--- src/rtl/wb_fir_decoder_if.sv ---
// Wishbone classic bus bundle shared by the upstream port and the three FIR sub-slave ports.
interface wb_fir_decoder_if #(
  parameter int DW = 32
);
  logic          cyc;
  logic          stb;
  logic          we;
  logic [3:0]    sel;
  logic [31:0]   adr;
  logic [DW-1:0] dat_w;
  logic          ack;
  logic [DW-1:0] dat_r;

  modport master (output cyc, stb, we, sel, adr, dat_w, input ack, dat_r);
  modport slave  (input cyc, stb, we, sel, adr, dat_w, output ack, dat_r);
endinterface

--- src/rtl/wb_fir_decoder.sv ---
// Wishbone front-end for the FIR user project: decodes one transaction at a time to
// config / stream-in / stream-out sub-slaves, with watchdog and local status register.
module wb_fir_decoder #(
  parameter int pADDR_WIDTH = 12,
  parameter int pDATA_WIDTH = 32,
  parameter int pTIMEOUT    = 64
) (
  input  logic                    wb_clk_i,
  input  logic                    wb_rst_i,
  wb_fir_decoder_if.slave         wbs,
  wb_fir_decoder_if.master        s0,
  wb_fir_decoder_if.master        s1,
  wb_fir_decoder_if.master        s2
);
  typedef enum logic [1:0] {S_IDLE, S_WAIT, S_LOCAL, S_DONE} state_t;

  localparam logic [7:0]             WDOG_LAST = 8'(pTIMEOUT - 1);
  localparam logic [pDATA_WIDTH-1:0] DAT_DEAD  = pDATA_WIDTH'(32'hDEAD_BEEF);

  state_t                 state, state_nxt;
  logic [1:0]             tgt_q;
  logic                   we_q;
  logic [3:0]             sel_q;
  logic [pADDR_WIDTH-1:0] adr_q;
  logic [pDATA_WIDTH-1:0] dat_q;
  logic                   stat_q;
  logic [7:0]             wdog;
  logic                   err;
  logic [15:0]            timeout_cnt;
  logic [7:0]             unmap_cnt;

  logic                   req, hit_s0, hit_s1, hit_s2, hit_stat, hit_tgt;
  logic [1:0]             tgt_dec;
  logic                   t_ack, to_evt, clr;
  logic [pDATA_WIDTH-1:0] t_dat, status;
  logic [2:0]             act;

  assign req      = wbs.cyc && wbs.stb && (wbs.adr[31:24] == 8'h30);
  assign hit_s0   = !wbs.adr[7];
  assign hit_s1   = (wbs.adr[7:0] == 8'h80);
  assign hit_s2   = (wbs.adr[7:0] == 8'h84) || (wbs.adr[7:0] == 8'h90);
  assign hit_stat = (wbs.adr[7:0] == 8'hFC);
  assign hit_tgt  = hit_s0 || hit_s1 || hit_s2;
  assign tgt_dec  = hit_s0 ? 2'd0 : (hit_s1 ? 2'd1 : 2'd2);

  assign status = pDATA_WIDTH'({timeout_cnt, unmap_cnt, 7'b0, err});
  assign clr    = stat_q && we_q && sel_q[0] && dat_q[0];

  // Only the registered target, and only while in WAIT, may complete the cycle.
  always_comb begin
    t_ack = 1'b0;
    t_dat = '0;
    case (tgt_q)
      2'd0:    begin t_ack = s0.ack; t_dat = s0.dat_r; end
      2'd1:    begin t_ack = s1.ack; t_dat = s1.dat_r; end
      default: begin t_ack = s2.ack; t_dat = s2.dat_r; end
    endcase
  end

  assign to_evt = (state == S_WAIT) && !t_ack && (wdog == WDOG_LAST);

  always_comb begin
    state_nxt = state;
    wbs.ack   = 1'b0;
    wbs.dat_r = '0;
    case (state)
      S_IDLE: begin
        if (req) state_nxt = hit_tgt ? S_WAIT : S_LOCAL;
      end
      S_WAIT: begin
        if (t_ack) begin
          wbs.ack   = 1'b1;
          wbs.dat_r = we_q ? '0 : t_dat;
          state_nxt = S_DONE;
        end else if (to_evt) begin
          wbs.ack   = 1'b1;
          wbs.dat_r = DAT_DEAD;
          state_nxt = S_DONE;
        end
      end
      S_LOCAL: begin
        wbs.ack   = 1'b1;
        wbs.dat_r = (stat_q && !we_q) ? status : '0;
        state_nxt = S_DONE;
      end
      default: state_nxt = S_IDLE;
    endcase
  end

  always_ff @(posedge wb_clk_i or posedge wb_rst_i) begin
    if (wb_rst_i) begin
      state       <= S_IDLE;
      tgt_q       <= 2'd0;
      we_q        <= 1'b0;
      sel_q       <= 4'h0;
      adr_q       <= '0;
      dat_q       <= '0;
      stat_q      <= 1'b0;
      wdog        <= 8'h0;
      err         <= 1'b0;
      timeout_cnt <= 16'h0;
      unmap_cnt   <= 8'h0;
    end else begin
      state <= state_nxt;
      if (state == S_IDLE && req) begin
        tgt_q  <= tgt_dec;
        we_q   <= wbs.we;
        sel_q  <= wbs.sel;
        adr_q  <= wbs.adr[pADDR_WIDTH-1:0];
        dat_q  <= wbs.dat_w;
        stat_q <= hit_stat;
      end
      if (state == S_WAIT && !t_ack) wdog <= wdog + 8'h1;
      else                           wdog <= 8'h0;
      if (to_evt) begin
        err <= 1'b1;
        if (timeout_cnt != 16'hFFFF) timeout_cnt <= timeout_cnt + 16'h1;
      end
      // A status clear in LOCAL overrides the unmapped-access error of the same cycle.
      if (state == S_LOCAL) begin
        if (clr) begin
          err         <= 1'b0;
          timeout_cnt <= 16'h0;
          unmap_cnt   <= 8'h0;
        end else if (!stat_q) begin
          err <= 1'b1;
          if (unmap_cnt != 8'hFF) unmap_cnt <= unmap_cnt + 8'h1;
        end
      end
    end
  end

  always_comb begin
    act[0] = (state == S_WAIT) && (tgt_q == 2'd0);
    act[1] = (state == S_WAIT) && (tgt_q == 2'd1);
    act[2] = (state == S_WAIT) && (tgt_q == 2'd2);
  end

  assign s0.cyc   = act[0];
  assign s0.stb   = act[0];
  assign s0.we    = act[0] && we_q;
  assign s0.sel   = act[0] ? sel_q : 4'h0;
  assign s0.adr   = act[0] ? 32'(adr_q) : 32'h0;
  assign s0.dat_w = act[0] ? dat_q : '0;

  assign s1.cyc   = act[1];
  assign s1.stb   = act[1];
  assign s1.we    = act[1] && we_q;
  assign s1.sel   = act[1] ? sel_q : 4'h0;
  assign s1.adr   = act[1] ? 32'(adr_q) : 32'h0;
  assign s1.dat_w = act[1] ? dat_q : '0;

  assign s2.cyc   = act[2];
  assign s2.stb   = act[2];
  assign s2.we    = act[2] && we_q;
  assign s2.sel   = act[2] ? sel_q : 4'h0;
  assign s2.adr   = act[2] ? 32'(adr_q) : 32'h0;
  assign s2.dat_w = act[2] ? dat_q : '0;
endmodule

--- src/flat_wrapper.sv ---
// flat-port wrapper written by rule: the top's interface ports become plain ports
module wb_fir_decoder_flat 
#(
  parameter int pADDR_WIDTH = 12,
  parameter int pDATA_WIDTH = 32,
  parameter int pTIMEOUT    = 64
)
  (wb_clk_i, wb_rst_i, wbs_cyc, wbs_stb, wbs_we, wbs_sel, wbs_adr, wbs_dat_w, wbs_ack, wbs_dat_r, s0_cyc, s0_stb, s0_we, s0_sel, s0_adr, s0_dat_w, s0_ack, s0_dat_r, s1_cyc, s1_stb, s1_we, s1_sel, s1_adr, s1_dat_w, s1_ack, s1_dat_r, s2_cyc, s2_stb, s2_we, s2_sel, s2_adr, s2_dat_w, s2_ack, s2_dat_r);
  wb_fir_decoder_if #(.DW(32)) wbs_i ();
  wb_fir_decoder_if #(.DW(32)) s0_i ();
  wb_fir_decoder_if #(.DW(32)) s1_i ();
  wb_fir_decoder_if #(.DW(32)) s2_i ();
  input  logic wb_clk_i;
  input  logic wb_rst_i;
  input wire logic [$bits(wbs_i.cyc)-1:0] wbs_cyc;
  input wire logic [$bits(wbs_i.stb)-1:0] wbs_stb;
  input wire logic [$bits(wbs_i.we)-1:0] wbs_we;
  input wire logic [$bits(wbs_i.sel)-1:0] wbs_sel;
  input wire logic [$bits(wbs_i.adr)-1:0] wbs_adr;
  input wire logic [$bits(wbs_i.dat_w)-1:0] wbs_dat_w;
  output wire logic [$bits(wbs_i.ack)-1:0] wbs_ack;
  output wire logic [$bits(wbs_i.dat_r)-1:0] wbs_dat_r;
  output wire logic [$bits(s0_i.cyc)-1:0] s0_cyc;
  output wire logic [$bits(s0_i.stb)-1:0] s0_stb;
  output wire logic [$bits(s0_i.we)-1:0] s0_we;
  output wire logic [$bits(s0_i.sel)-1:0] s0_sel;
  output wire logic [$bits(s0_i.adr)-1:0] s0_adr;
  output wire logic [$bits(s0_i.dat_w)-1:0] s0_dat_w;
  input wire logic [$bits(s0_i.ack)-1:0] s0_ack;
  input wire logic [$bits(s0_i.dat_r)-1:0] s0_dat_r;
  output wire logic [$bits(s1_i.cyc)-1:0] s1_cyc;
  output wire logic [$bits(s1_i.stb)-1:0] s1_stb;
  output wire logic [$bits(s1_i.we)-1:0] s1_we;
  output wire logic [$bits(s1_i.sel)-1:0] s1_sel;
  output wire logic [$bits(s1_i.adr)-1:0] s1_adr;
  output wire logic [$bits(s1_i.dat_w)-1:0] s1_dat_w;
  input wire logic [$bits(s1_i.ack)-1:0] s1_ack;
  input wire logic [$bits(s1_i.dat_r)-1:0] s1_dat_r;
  output wire logic [$bits(s2_i.cyc)-1:0] s2_cyc;
  output wire logic [$bits(s2_i.stb)-1:0] s2_stb;
  output wire logic [$bits(s2_i.we)-1:0] s2_we;
  output wire logic [$bits(s2_i.sel)-1:0] s2_sel;
  output wire logic [$bits(s2_i.adr)-1:0] s2_adr;
  output wire logic [$bits(s2_i.dat_w)-1:0] s2_dat_w;
  input wire logic [$bits(s2_i.ack)-1:0] s2_ack;
  input wire logic [$bits(s2_i.dat_r)-1:0] s2_dat_r;
  assign wbs_i.cyc = wbs_cyc;
  assign wbs_i.stb = wbs_stb;
  assign wbs_i.we = wbs_we;
  assign wbs_i.sel = wbs_sel;
  assign wbs_i.adr = wbs_adr;
  assign wbs_i.dat_w = wbs_dat_w;
  assign wbs_ack = wbs_i.ack;
  assign wbs_dat_r = wbs_i.dat_r;
  assign s0_cyc = s0_i.cyc;
  assign s0_stb = s0_i.stb;
  assign s0_we = s0_i.we;
  assign s0_sel = s0_i.sel;
  assign s0_adr = s0_i.adr;
  assign s0_dat_w = s0_i.dat_w;
  assign s0_i.ack = s0_ack;
  assign s0_i.dat_r = s0_dat_r;
  assign s1_cyc = s1_i.cyc;
  assign s1_stb = s1_i.stb;
  assign s1_we = s1_i.we;
  assign s1_sel = s1_i.sel;
  assign s1_adr = s1_i.adr;
  assign s1_dat_w = s1_i.dat_w;
  assign s1_i.ack = s1_ack;
  assign s1_i.dat_r = s1_dat_r;
  assign s2_cyc = s2_i.cyc;
  assign s2_stb = s2_i.stb;
  assign s2_we = s2_i.we;
  assign s2_sel = s2_i.sel;
  assign s2_adr = s2_i.adr;
  assign s2_dat_w = s2_i.dat_w;
  assign s2_i.ack = s2_ack;
  assign s2_i.dat_r = s2_dat_r;
  wb_fir_decoder #(.pADDR_WIDTH(pADDR_WIDTH), .pDATA_WIDTH(pDATA_WIDTH), .pTIMEOUT(pTIMEOUT)) u_core (.wb_clk_i(wb_clk_i), .wb_rst_i(wb_rst_i), .wbs(wbs_i), .s0(s0_i), .s1(s1_i), .s2(s2_i));
endmodule
--- config.mk ---
export PLATFORM = sky130hd
export DESIGN_NAME = wb_fir_decoder_flat
export DESIGN_NICKNAME = d
export VERILOG_FILES = /design/src/rtl/wb_fir_decoder_if.sv /design/src/rtl/wb_fir_decoder.sv /design/src/flat_wrapper.sv
export SDC_FILE = /design/constraint.sdc
export NUM_CORES = 1
export LEC_CHECK = 0
export BUFFER_PORTS_ARGS = -buffer_cell sky130_fd_sc_hd__buf_2
export CORE_AREA = 4 4 160 162
export CTS_CLUSTER_SIZE = 14
export DETAILED_ROUTE_END_ITERATION = 10
export DIE_AREA = 0 0 164 166
export GPL_TIMING_DRIVEN = 0
export SYNTH_ARGS = -nofsm -noshare
export SYNTH_HDL_FRONTEND = slang
export SYNTH_SLANG_ARGS = --single-unit
export TNS_END_PERCENT = 100
--- constraint.sdc ---
create_clock -name wb_clk_i -period 2.4 [get_ports wb_clk_i]
set_clock_uncertainty 0.15 [all_clocks]
set_input_delay 0 -clock wb_clk_i [delete_from_list [all_inputs] [get_ports wb_clk_i]]
set_output_delay 0 -clock wb_clk_i [all_outputs]
set_load 0.01 [all_outputs]
== Word-level counts from Yosys, hierarchy flattened ==
Cells that the tools add are included.

* Register bits: 87
* Input port bits: 172
* Output and inout port bits: 246
* Logic and storage cells: 93

* Add/sub/neg operators: 3
* Equal/unequal tests: 15
* Multiplexer cells: 38
* Reduce and logical (&&, ||, !) cells: 26

{| class="wikitable"
|+ Operators with widths
! operator !! count
|-
| $mux W32 || 7
|-
| $pmux W32 S2 || 2
|-
| $mux W16 || 4
|-
| $mux W12 || 3
|-
| $eq A8 B8 Y1 const B || 4
|-
| $mux W8 || 4
|-
| $add A16 B1 Y16 const B || 1
|-
| $add A8 B1 Y8 const B || 2
|-
| $eq A8 B6 Y1 const B || 2
|-
| $ne A16 B16 Y1 const B || 1
|-
| $logic_and A1 B1 Y1 || 15
|-
| $mux W2 || 6
|-
| $mux W4 || 3
|-
| $ne A8 B8 Y1 const B || 1
|-
| $mux W1 || 6
|-
| $pmux W2 S3 || 1
|-
| $eq A2 B1 Y1 const B || 2
|-
| $eq A2 B2 Y1 const B || 2
|-
| $logic_not A2 Y1 || 2
|-
| $pmux W1 S2 || 2
|-
| $logic_not A1 Y1 || 3
|-
| $logic_or A1 B1 Y1 || 3
|-
| $ne A3 B1 Y1 const B || 1
|-
| $reduce_and A3 Y1 || 1
|-
| other kinds (4) || 4
|}

== Depth between registers and ports, before layout ==
* Depth after elaboration: 9
* Gate-level depth with buffers: 7
* Mapped depth without buffers: 7

== Least setup slack after synthesis ==
OpenSTA, ideal clock, no wires.

* Path kind: reg2reg
* Start point: register u_core.wdog[0]
* End point: register u_core.timeout_cnt[9]
* Library setup time: 0.077 ns
* Data arrival time: 1.916 ns
* Data required time: 2.173 ns
* Slack: 0.256 ns
* Stages on the path, launching flop included: 7
* Path buffers: 0
* Cell sequence: dfrtp_1 > ha_1 > or3b_4 > nor4_2 > o211ai_2 > or3_1 > a21oi_1

* Word-level cells in the longest chain between the ends: 5

{| class="wikitable"
|+ RTL lines
! what !! line !! source
|-
| start: declaration || wb_fir_decoder.sv:27 || <nowiki>logic [7:0] wdog;</nowiki>
|-
| start signal: assignment || wb_fir_decoder.sv:113 || <nowiki>if (state == S_WAIT && !t_ack) wdog <= wdog + 8'h1;</nowiki>
|-
| $eq A8 B6 Y1 * || wb_fir_decoder.sv:60 || <nowiki>assign to_evt = (state == S_WAIT) && !t_ack && (wdog == WDOG_LAST);</nowiki>
|-
| $logic_and A1 B1 Y1 * || wb_fir_decoder.sv:60 ||
|-
| $mux W16 * || wb_fir_decoder.sv:115 || <nowiki>if (to_evt) begin</nowiki>
|-
| $mux W16 || wb_fir_decoder.sv:121 || <nowiki>if (clr) begin</nowiki>
|-
| $mux W16 * || wb_fir_decoder.sv:120 || <nowiki>if (state == S_LOCAL) begin</nowiki>
|-
| end signal: assignment || wb_fir_decoder.sv:117 || <nowiki>if (timeout_cnt != 16'hFFFF) timeout_cnt <= timeout_cnt + 16'h1;</nowiki>
|-
| end: declaration || wb_fir_decoder.sv:29 || <nowiki>logic [15:0] timeout_cnt;</nowiki>
|}

Mark *: on every way between the ends. The rest lies on a longest branch, timed or not.
A chain may end at the register's enable or synchronous reset.

== Final worst setup path ==
* Start point: register u_core.wdog[0]
* End point: output port wbs_ack

* Word-level cells in the longest chain between the ends: 5

{| class="wikitable"
|+ RTL lines
! what !! line !! source
|-
| $eq A8 B6 Y1 || wb_fir_decoder.sv:60 ||
|-
| $logic_and A1 B1 Y1 || wb_fir_decoder.sv:60 ||
|-
| $mux W1 || wb_fir_decoder.sv:75 || <nowiki>end else if (to_evt) begin</nowiki>
|-
| $mux W1 || wb_fir_decoder.sv:71 || <nowiki>if (t_ack) begin</nowiki>
|-
| $pmux W1 S2 || wb_fir_decoder.sv:66 || <nowiki>case (state)</nowiki>
|-
| end: declaration || flat_wrapper.sv:21 || <nowiki>output wire logic [$bits(wbs_i.ack)-1:0] wbs_ack;</nowiki>
|}

Every way passes these cells.

==> reports/metrics.yaml <==
synth:
  ys_seq_elements: 87
  synth-seq-area-share: 0.333
  ys_types: 54
  netlist_area_sq_um: 6540
  ys.warnings.count: 0
  synth_edf_count: 0
  syn_inst: 744
  avgSynthCellArea_sq_um: 8.79
  async_flop_share: 1.00
  synth_top_flop_cell: "dfrtp_1"
status:
  status: "finished clean"
critical_path:
  ff2ff_path_depth: 6
  worstPathRequired_ns: 2.25
  cp.arrival_ns: 2.19
  reg2reg_setup_slack_ns: 0.12
  crit_type: "reg2out"
  start_kind: "flip-flop"
  endpoint_kind: "primary output"
  r2r-start: "u_core.wdog[0]"
  worstReg2RegEnd: "u_core.timeout_cnt[9]"
  path_max_fanout: 10
drt:
  drt_wl_total_microns: 27300
  firstDrtPassIters: 4
  ant_nets: 0
  num_vias: 6952
  wl_per_cell_microns: 17.5
  via_per_inst: 4.47
  drt_iter0_markers: 289
  drcViolationCount: 0
timing:
  setup_viol: 0
  setup_slack_ns: 0.0559
  relSlewSlack: 0.588
  finalMaxSlewViolations: 0
  fmaxAchievable_mhz: 427
  fin_tns_setup_ns: 0
  hold_viol_final: 0
  fin_crit_ns: 2.34
  min_period_over_period: 0.977
  worst_slew_pin_slew_ns: 0.619
  rsz0062_at_grt: "no"
clocking:
  clock_sinks: 87
  cts_tree: "yes"
  htreeDepth: 3
  clk_pin_slew_ns: 0.06
  clockBufferDepth: 2
  clock_latency_ns: 0.34
  cts-root-buf: "clkbuf_16"
  cts_made_buffers: 9
global_route:
  grt.overflow.total: 0
  grt_pass1_vias: 6995
  track_usage: 0.192
  grt_max_degree: 42
  antenna_found_initial: 3
  grt_first_pass_wirelength_microns: 40500
floorplanning:
  die_w_microns: 164
  coreArea_sq_um: 24100
  die_area_sq_um: 27200
  initial_core_util: 0.271
  io_pins: 418
  die_h_microns: 166
  rows: 57
cells_and_area:
  fillerInstances: 2469
  finish.net_count: 1404
  utilization: 0.418
  syn_to_final_growth_pct: 54.0
  post_route_cells_drive_above_1_share: 0.447
  fin_area_sq_um: 10100
placement:
  port_buffers: 345
  place_ws_ns: -0.597
  placed_cell_area_sq_um: 8940
  place_hpwl_microns: 22200
  place_congestion: 0.881
pwr:
  p_leak_uw: 0.00547
  p_per_area_nw_per_um2: 477
  peakVddDrop_uv: 303
min_path:
  hold_class: "in2async"
job:
  drv_cap: 0
-- layer usage --
layer,wire [microns],global-route usage
met4,325,0.0467
met3,1730,0.0360
met1,10900,0.224
met2,14300,0.360
met5,0,0
-- how the worst max path moves through the flow --
stage                          from               endpoint  slack [ns]  cells past startpoint
floorplan            u_core.wdog[0]  u_core.timeout_cnt[9]        0.26                      6
global placement    u_core.tgt_q[0]          wbs_dat_r[18]       -0.63                      7
detailed placement  u_core.tgt_q[0]          wbs_dat_r[18]       -0.60                      7
CTS                 u_core.tgt_q[0]          wbs_dat_r[18]      -0.002                      8
global route        u_core.tgt_q[0]  u_core.timeout_cnt[9]       0.003                      7
finish               u_core.wdog[0]                wbs_ack        0.06                      7
-- worst max-delay path, stage by stage (launching register included) --
cell     delay, ns
dfrtp_1       0.40
ha_4          0.17
or3b_4        0.42
nor2_4        0.14
o211a_4       0.23
buf_4         0.17
a21o_1        0.15
buf_2         0.17
-- sequential cells by signal, summed over array words and instances (netlist names) --
signal / count
u_core.adr_q: 12
u_core.dat_q: 32
u_core.err: 1
u_core.sel_q: 4
u_core.stat_q: 1
u_core.state: 2
u_core.tgt_q: 2
u_core.timeout_cnt: 16
u_core.unmap_cnt: 8
u_core.wdog: 8
u_core.we_q: 1
-- cell usage in the layout, fill, tap and decap left out, types with 8 or more instances in the layout --
cell	n
a21oi_1	41
a22o_1	18
and2_1	154
buf_2	352
buf_4	80
clkbuf_1	12
clkbuf_16	9
clkbuf_2	13
conb_1	60
dfrtp_1	85
dlygate4sd3_1	50
mux2_2	49
mux2i_1	35
nand2_1	30
nand3_1	21
nand4_1	11
nor2_1	57
o21ai_0	36
xor2_1	8
-- Yosys cell counts, drive strengths merged (6+ instances only) --
library cell	number	area [sq um]
and2	154	963
mux2	49	552
or3	6	37.5
nand2	30	113
mux2i	36	360
nor3	9	56.3
nand4	11	68.8
nand3	21	105
ha	7	87.6
xor2	8	70.1
nor2	61	229
a22o	19	168
xnor2	7	61.3
a21oi	41	205
clkbuf	32	120
dfrtp	87	2180
buf	77	563
o21ai	41	205
-- kinds of logic (layout without fill, tap and decap cells) --
| logic type | after synthesis | after routing | share of synthesized area |
|---|---|---|---|
| AND/OR/NAND/NOR | 318 | 318 | 0.271 |
| flip-flops | 87 | 87 | 0.333 |
| buffers and inverters | 113 | 540 | 0.107 |
| other | 1 | 62 | 0.000573 |
| XOR/XNOR | 15 | 15 | 0.0201 |
| adder cells (fa/ha/maj) | 7 | 7 | 0.0134 |
| multiplexers | 85 | 85 | 0.139 |
| AO/OA/AOI/OAI | 118 | 118 | 0.116 |
-- where the power goes --
group / internal, uW / total [uW] / switching (uW)
sequential: 1550 / 1660 / 112
clock: 921 / 1540 / 618
combinational: 704 / 1600 / 897
total: 3180 / 4800 / 1630
-- metrics by stage --
step / hold slack, ns / std cells / total power [uW]
2_1_floorplan: -0.0140 / 803 / 2470
5_1_grt: 0.0790 / 1555 / 5060
4_1_cts: 0.0433 / 1553 / 4810
3_3_place_gp: 0.0812 / 1472 / 3040
6_report: 0.0651 / 1556 / 4800
3_5_place_dp: -0.147 / 1474 / 3070
-- layout make-up --
cell class	count	area [sq um]	share of cell area
clock buffers	10	229	0.0227
diodes	2	5.00	0.000497
repair buffers	413	2400	0.239
clock inverters	6	92.6	0.00919
well taps	324	405	0.0402
flip-flops and latches	87	2180	0.216
plain buffers	107	747	0.0742
multi-input cells	603	3990	0.396
inverters	4	18.8	0.00186
-- timing repair --
item	in CTS	in global routing
hold buffers	50	0
hold endpoints to repair	141	0
gates resized for setup	52	25
setup endpoints to repair	247	120
pin swaps	5	4
buffers inserted	14	2
Note: power is estimated with default switching activity, not from simulation.
